File: src/rtl/intr_bank_ctrl.sv
// Interrupt/mode sequencer for the 64-byte program ROM: selects the active 16-byte bank and sequences handler entry/exit.
// Optional feature: define IRQ_SYNC_EN to pass irq_i through a 2-flop synchronizer before use.
module intr_bank_ctrl #(
  parameter bit         IRQ_ENABLE    = 1'b1,
  parameter logic [3:0] HANDLER_ENTRY = 4'h0
) (
  input  logic       clk,
  input  logic       rst,
  input  logic [3:0] pc_i,
  input  logic       swi_i,
  input  logic       exc_i,
  input  logic       irq_i,
  input  logic       iret_i,
  output logic [5:0] phys_addr_o,
  output logic [1:0] bank_o,
  output logic       redirect_o,
  output logic [3:0] redirect_pc_o,
  output logic       in_handler_o,
  output logic       irq_pending_o,
  output logic       double_fault_o
);

  typedef enum logic [1:0] {
    ST_RUN     = 2'd0,
    ST_ENTER   = 2'd1,
    ST_HANDLER = 2'd2,
    ST_EXIT    = 2'd3
  } state_t;

  localparam logic [1:0] BANK_NORMAL = 2'd0;
  localparam logic [1:0] BANK_SWI    = 2'd1;
  localparam logic [1:0] BANK_EXC    = 2'd2;
  localparam logic [1:0] BANK_HWI    = 2'd3;

  state_t     r_state;
  state_t     w_stateNext;
  logic [1:0] r_bank;
  logic [1:0] w_bankNext;
  logic [3:0] r_savedPc;
  logic [3:0] w_savedPcNext;
  logic [3:0] r_redirectPc;
  logic [3:0] w_redirectPcNext;
  logic       r_doubleFault;
  logic       w_doubleFaultSet;
  logic       w_irqRaw;
  logic       w_irqEff;

`ifdef IRQ_SYNC_EN
  logic [1:0] r_irqSync;

  always_ff @(posedge clk) begin
    if (rst) begin
      r_irqSync <= 2'b00;
    end else begin
      r_irqSync <= {r_irqSync[0], irq_i};
    end
  end

  assign w_irqRaw = r_irqSync[1];
`else
  assign w_irqRaw = irq_i;
`endif

  assign w_irqEff = w_irqRaw & IRQ_ENABLE;

  // The faulting or interrupted instruction re-executes on return; a SWI resumes after itself.
  always_comb begin
    w_stateNext      = r_state;
    w_bankNext       = r_bank;
    w_savedPcNext    = r_savedPc;
    w_redirectPcNext = r_redirectPc;
    w_doubleFaultSet = 1'b0;
    case (r_state)
      ST_RUN: begin
        if (exc_i) begin
          w_stateNext      = ST_ENTER;
          w_bankNext       = BANK_EXC;
          w_savedPcNext    = pc_i;
          w_redirectPcNext = HANDLER_ENTRY;
        end else if (w_irqEff) begin
          w_stateNext      = ST_ENTER;
          w_bankNext       = BANK_HWI;
          w_savedPcNext    = pc_i;
          w_redirectPcNext = HANDLER_ENTRY;
        end else if (swi_i) begin
          w_stateNext      = ST_ENTER;
          w_bankNext       = BANK_SWI;
          w_savedPcNext    = pc_i + 4'd1;
          w_redirectPcNext = HANDLER_ENTRY;
        end
      end
      ST_ENTER: begin
        w_stateNext      = ST_HANDLER;
        w_doubleFaultSet = exc_i;
      end
      ST_HANDLER: begin
        if (exc_i) begin
          w_doubleFaultSet = 1'b1;
        end else if (iret_i) begin
          w_stateNext      = ST_EXIT;
          w_bankNext       = BANK_NORMAL;
          w_redirectPcNext = r_savedPc;
        end
      end
      ST_EXIT: begin
        w_stateNext = ST_RUN;
      end
      default: begin
        w_stateNext = ST_RUN;
        w_bankNext  = BANK_NORMAL;
      end
    endcase
  end

  always_ff @(posedge clk) begin
    if (rst) begin
      r_state       <= ST_RUN;
      r_bank        <= BANK_NORMAL;
      r_savedPc     <= 4'h0;
      r_redirectPc  <= 4'h0;
      r_doubleFault <= 1'b0;
    end else begin
      r_state       <= w_stateNext;
      r_bank        <= w_bankNext;
      r_savedPc     <= w_savedPcNext;
      r_redirectPc  <= w_redirectPcNext;
      r_doubleFault <= r_doubleFault | w_doubleFaultSet;
    end
  end

  assign phys_addr_o    = {r_bank, pc_i};
  assign bank_o         = r_bank;
  assign redirect_o     = (r_state == ST_ENTER) || (r_state == ST_EXIT);
  assign redirect_pc_o  = r_redirectPc;
  assign in_handler_o   = (r_state != ST_RUN);
  assign irq_pending_o  = w_irqEff & (r_state != ST_RUN);
  assign double_fault_o = r_doubleFault;

endmodule

File: config.mk
export PLATFORM = sky130hd
export DESIGN_NAME = intr_bank_ctrl
export DESIGN_NICKNAME = d
export VERILOG_FILES = /design/src/rtl/intr_bank_ctrl.sv
export SDC_FILE = /design/constraint.sdc
export NUM_CORES = 1
export LEC_CHECK = 0
export ABC_AREA = 0
export CAP_MARGIN = 10
export CORE_UTILIZATION = 30
export DETAILED_ROUTE_END_ITERATION = 10
export GPL_TIMING_DRIVEN = 0
export PLACE_DENSITY = 0.56
export SKIP_CTS_REPAIR_TIMING = 1
export SYNTH_ARGS = -nofsm -noshare
export SYNTH_HDL_FRONTEND = slang
export SYNTH_SLANG_ARGS = --single-unit
File: constraint.sdc
create_clock -name clk -period 3.72 [get_ports clk]
set_input_delay 0.744 -clock clk [delete_from_list [all_inputs] [get_ports clk]]
set_output_delay 0.744 -clock clk [all_outputs]
set_load 0.01 [all_outputs]
After elaboration in Yosys (flattened, before gate mapping). Index checks and enable logic that the tools add are counted.

Bits of input ports: 10. Word-level logic and storage cells: 44. Bits in registers: 13.

Equal/unequal tests: 6. Bitwise logic cells: 2. Mux-type cells: 22. Reduce and logical (&&, ||, !) cells: 8. $add $sub $neg: 1.

Operator list (number): 4-bit 2-to-1 mux (8); 2-bit 2-to-1 mux (9); 2-bit case mux with 4 select lines (1); 4-bit case mux with 2 select lines (1); 4-bit by 1-bit adder with 4-bit output (second input constant) (1); 2-bit equality test (second input constant) (2); 2-bit != test (second input constant) (2); 4-bit != test (second input constant) (1); 2-bit case mux with 2 select lines (1); 4-bit AND reduction (1); 2-bit nonzero test (2); 3-bit AND reduction (1); 3-bit nonzero test (1); 2-bit by 1-bit equality test with 1-bit output (second input constant) (1); 2-bit logical NOT (1); 1-bit case mux with 2 select lines (1); 2-bit AND reduction (1); 1-bit bitwise AND (1); 1-bit logical OR (1); 1-bit 2-to-1 mux (1); 1-bit bitwise OR (1).

Depth between registers and ports, before layout.
Depth in word-level cells: 4. Gate-level depth with buffers: 5. Depth with buffers taken out: 5.

Least setup slack after synthesis. No wires, ideal clock.

Path kind: input to register. From: input port irq_i. To: register r_savedPc[3]. Cell stages on the path: 4. Data required time: 3.629 ns. Slack: 1.974 ns. Path buffers: 1. Arrival time: 1.655 ns. Cells stage by stage: or2_1 clkbuf_2 or3_1 a311oi_1.

Longest elaborated chain between the ends: 2. Elaborated cells on any way between the ends: 4. Classes of those cells: mux: 2; reduce/logical: 2.

Ends and longest elaborated chain: start: declaration (RTL line 12) `input logic irq_i,`; 3-bit nonzero test (no source line) or 4-bit 2-to-1 mux (tied branches); 2-bit AND reduction (no source line) or 4-bit 2-to-1 mux (tied branches); end signal: assignment (RTL line 125) `r_savedPc <= w_savedPcNext;`; end: declaration (RTL line 39) `logic [3:0] r_savedPc;`.

Several ways; a longest one is shown, not always the timed one. A chain may end at the register's enable or synchronous reset.

Worst setup path in the final report.
From: input port irq_i. To: output port irq_pending_o.

Longest elaborated chain between the ends: 1.

Ends and longest elaborated chain: 1-bit bitwise AND (RTL line 136) `assign irq_pending_o = w_irqEff & (r_state != ST_RUN);`; end: declaration (RTL line 19) `output logic irq_pending_o,`.

Every way passes these cells.

==> impl_metrics.ini <==
[drt]
drt_iter0_markers = 9
wl_met3_um = 63
top_layer_used = met4
drtAntennaViolNets = 0
via_per_inst = 4.616
drt_pass1_iterations = 2
wl_per_cell_um = 10.59
wl_met2_um = 602
drcViolationCount = 0
vias = 637
wirelength_met1_um = 758
wirelength_mm = 1.461

[layout]
fin_nets = 126
n_antenna_cell = 0
drive_above_1_share_pct = 10.00
final_area_um2 = 1022
syn_to_final_growth_pct = 41.84

[placement]
place.gp.congestion = 0.6993
portBuffers = 24
post_dp_cell_area_um2 = 996.0
place_hpwl_mm = 1.141

[power_and_ir_drop]
p_int_mw = 0.3980
p_leak_nw = 0.3884
clockPowerShare_pct = 13.3
netSwitchingFraction_pct = 37.50
p_per_area_nw_per_um2 = 622.9
p_comb_share_pct = 53.7
power_switching_mw = 0.2388
ir_drop_mv = 0.2892
fin_total_pwr_mw = 0.6368
seq_power_share_pct = 32.9

[timing]
fin_skew_ns = 0.007436
worst_pin_slew_ns = 0.6153
grt_setup_unrepaired = no
final-hold-violation-count = 0
relSlewSlack_pct = 58.73
fin_setup_tns_ns = 0
period_needed_ns = 2.737
slew_violations = 0
fmax_mhz = 365.4
setup_viol = 0
timing.final.crit_share_pct = 73.57

[clock_tree]
cts.sinks = 13
cts_max_level = 1
clk_path_buf_depth = 2
cts_tree = done
clock_tree.root_cell = clkbuf_4
clk_pin_slew_worst_paths_ns = 0.08
cts_made_buffers = 3
worstSkewPairLatency_ns = 0.27

[worst_setup_path]
crit_path_max_incr_delay_ns = 0.55
slowest_stage = clkdlybuf4s50_1
crit_fanout = 6
cp_top_family = buffers and inverters
required_ns = 2.98
path_cells = clkdlybuf4s50_1, nor2b_1, clkdlybuf4s50_1
crit_arrival_ns = 1.99
worst-path-buf-inv = 2
end_kind = output pin
startpoint_type = input port
worst_path_most_repeated_cell = clkdlybuf4s50_1
critical_path_class = input port to output pin

[yosys]
syn_area_per_cell_um2 = 8.789
syn-cell-area_um2 = 720.7
synth_fp_nets = 97
ys_ff_latch = 13
ys_seq_area_share_pct = 36.11
synth.distinct_cells = 28
yosys_warnings = 0
syn_inst = 82

[grt]
grt_max_degree = 11
overflow = 0
grt_pass1_wl_mm = 2.442
track_usage_pct = 12.73
antenna_found_initial = 0
first_global_vias = 555

[floorplan]
rows = 17
core_um2 = 2233
io_pins = 26
die_w_um = 51.02
die_area_um2 = 2603
chipHeight_um = 51.02
start_util_pct = 32.27

[outcome]
status = finished, final reports clean

[worst_hold_path]
hold_path_class = flip-flop to flip-flop

[job]
maxCapViolCount = 0
## per-stage QoR
stage | setup slack (ns) | util [%] | hold WS, ns | cells
2_1_floorplan | 1.974 | - | 0.4681 | 82
3_3_place_gp | 0.9867 | 44.59 | 0.4562 | 134
3_5_place_dp | 1.001 | 44.59 | 0.4592 | 134
4_1_cts | 0.9719 | 45.77 | 0.4808 | 138
5_1_grt | 0.9332 | 45.77 | 0.5034 | 138
6_report | 0.9833 | 45.77 | 0.4700 | 138
## synth_stat cells
library cell / number / area, um2
nand2b_1: 7 / 43.79
a21oi_1: 2 / 10.01
or2_1: 1 / 6.260
or3_1: 1 / 6.260
o21ai_0: 2 / 10.01
xor2_1: 1 / 8.760
a31oi_1: 1 / 6.260
o31a_1: 1 / 8.760
ha_1: 5 / 62.56
a311oi_1: 1 / 8.760
nand3_1: 1 / 5.000
nor4b_1: 1 / 8.760
buf_4: 6 / 45.04
or2_2: 1 / 6.260
mux2i_1: 2 / 20.02
dfxtp_1: 13 / 260.3
nor2b_1: 1 / 6.260
a211oi_1: 5 / 37.54
a211o_1: 1 / 8.760
clkbuf_2: 1 / 5.000
o32ai_1: 5 / 43.79
nor3b_1: 1 / 7.510
xnor2_1: 1 / 8.760
or4_1: 1 / 7.510
inv_1: 9 / 33.78
nor2_1: 8 / 30.03
o21a_1: 1 / 7.510
clkbuf_1: 2 / 7.510
## flip-flops by register name, indices dropped and copies added (netlist names)
signal,count
bank_o,2
redirect_pc_o,4
r_state,2
r_savedPc,4
double_fault_o,1
## cell usage in the layout, fill, tap and decap left out, types with 2 or more instances in the layout
| cell | n |
|---|---|
| clkdlybuf4s50_1 | 24 |
| dfxtp_1 | 13 |
| inv_1 | 9 |
| nor2_1 | 8 |
| nand2b_1 | 7 |
| buf_4 | 6 |
| a211oi_1 | 5 |
| o32ai_1 | 5 |
| ha_1 | 5 |
| clkbuf_1 | 3 |
| clkbuf_4 | 3 |
| a21oi_1 | 2 |
| mux2i_1 | 2 |
| o21ai_0 | 2 |
## power groups by stage
stage | logic (mW) | registers (mW) | clock network (mW)
2_1_floorplan | 0.205 | 0.214 | 0
3_3_place_gp | 0.339 | 0.211 | 0
3_5_place_dp | 0.341 | 0.214 | 0
4_1_cts | 0.346 | 0.211 | 0.0893
5_1_grt | 0.380 | 0.217 | 0.0962
6_report | 0.342 | 0.210 | 0.0848
## layer usage
metal / global-route usage, % / up-vias
met5: 0 / -
met4: 8.333 / 0
met3: 2.083 / 4
met2: 20.18 / 21
met1: 15.73 / 274
li1: - / 338
## tightest hold or removal path, stage by stage (launching register included)
cell	delay (ns)
dfxtp_1	0.33
a21oi_1	0.04
nor2_1	0.07
## kinds of logic (layout without fill, tap and decap cells)
kind of cell / count (synthesis) / in the layout / synth area share, %
compound gates: 19 / 19 / 19.62
buf+inv: 18 / 46 / 12.67
fa+ha+maj: 5 / 5 / 8.681
flops: 13 / 13 / 36.11
mux: 2 / 2 / 2.778
xor+xnor: 2 / 2 / 2.431
simple gates: 23 / 23 / 17.71
## final timing paths
check	from	endpoint	slack (ns)	cells after the start
min	double_fault_o$_SDFF_PP0_	double_fault_o$_SDFF_PP0_	0.47	2
max reg2reg	r_state[1]$_SDFFE_PP0P_	redirect_pc_o[0]$_SDFFE_PP0P_	1.94	5
max	irq_i	irq_pending_o	0.98	3
min reg2reg	double_fault_o$_SDFF_PP0_	double_fault_o$_SDFF_PP0_	0.47	2
## cell type report
type | instances | area, um2
well taps | 28 | 35.03
fillers | 233 | 1211
flip-flops and latches | 13 | 260.3
multi-input cells | 51 | 369.1
plain buffers | 9 | 57.56
clock buffers | 4 | 26.28
inverters | 9 | 33.78
repair buffers | 24 | 240.2
Note: power is estimated with default switching activity, not from simulation.
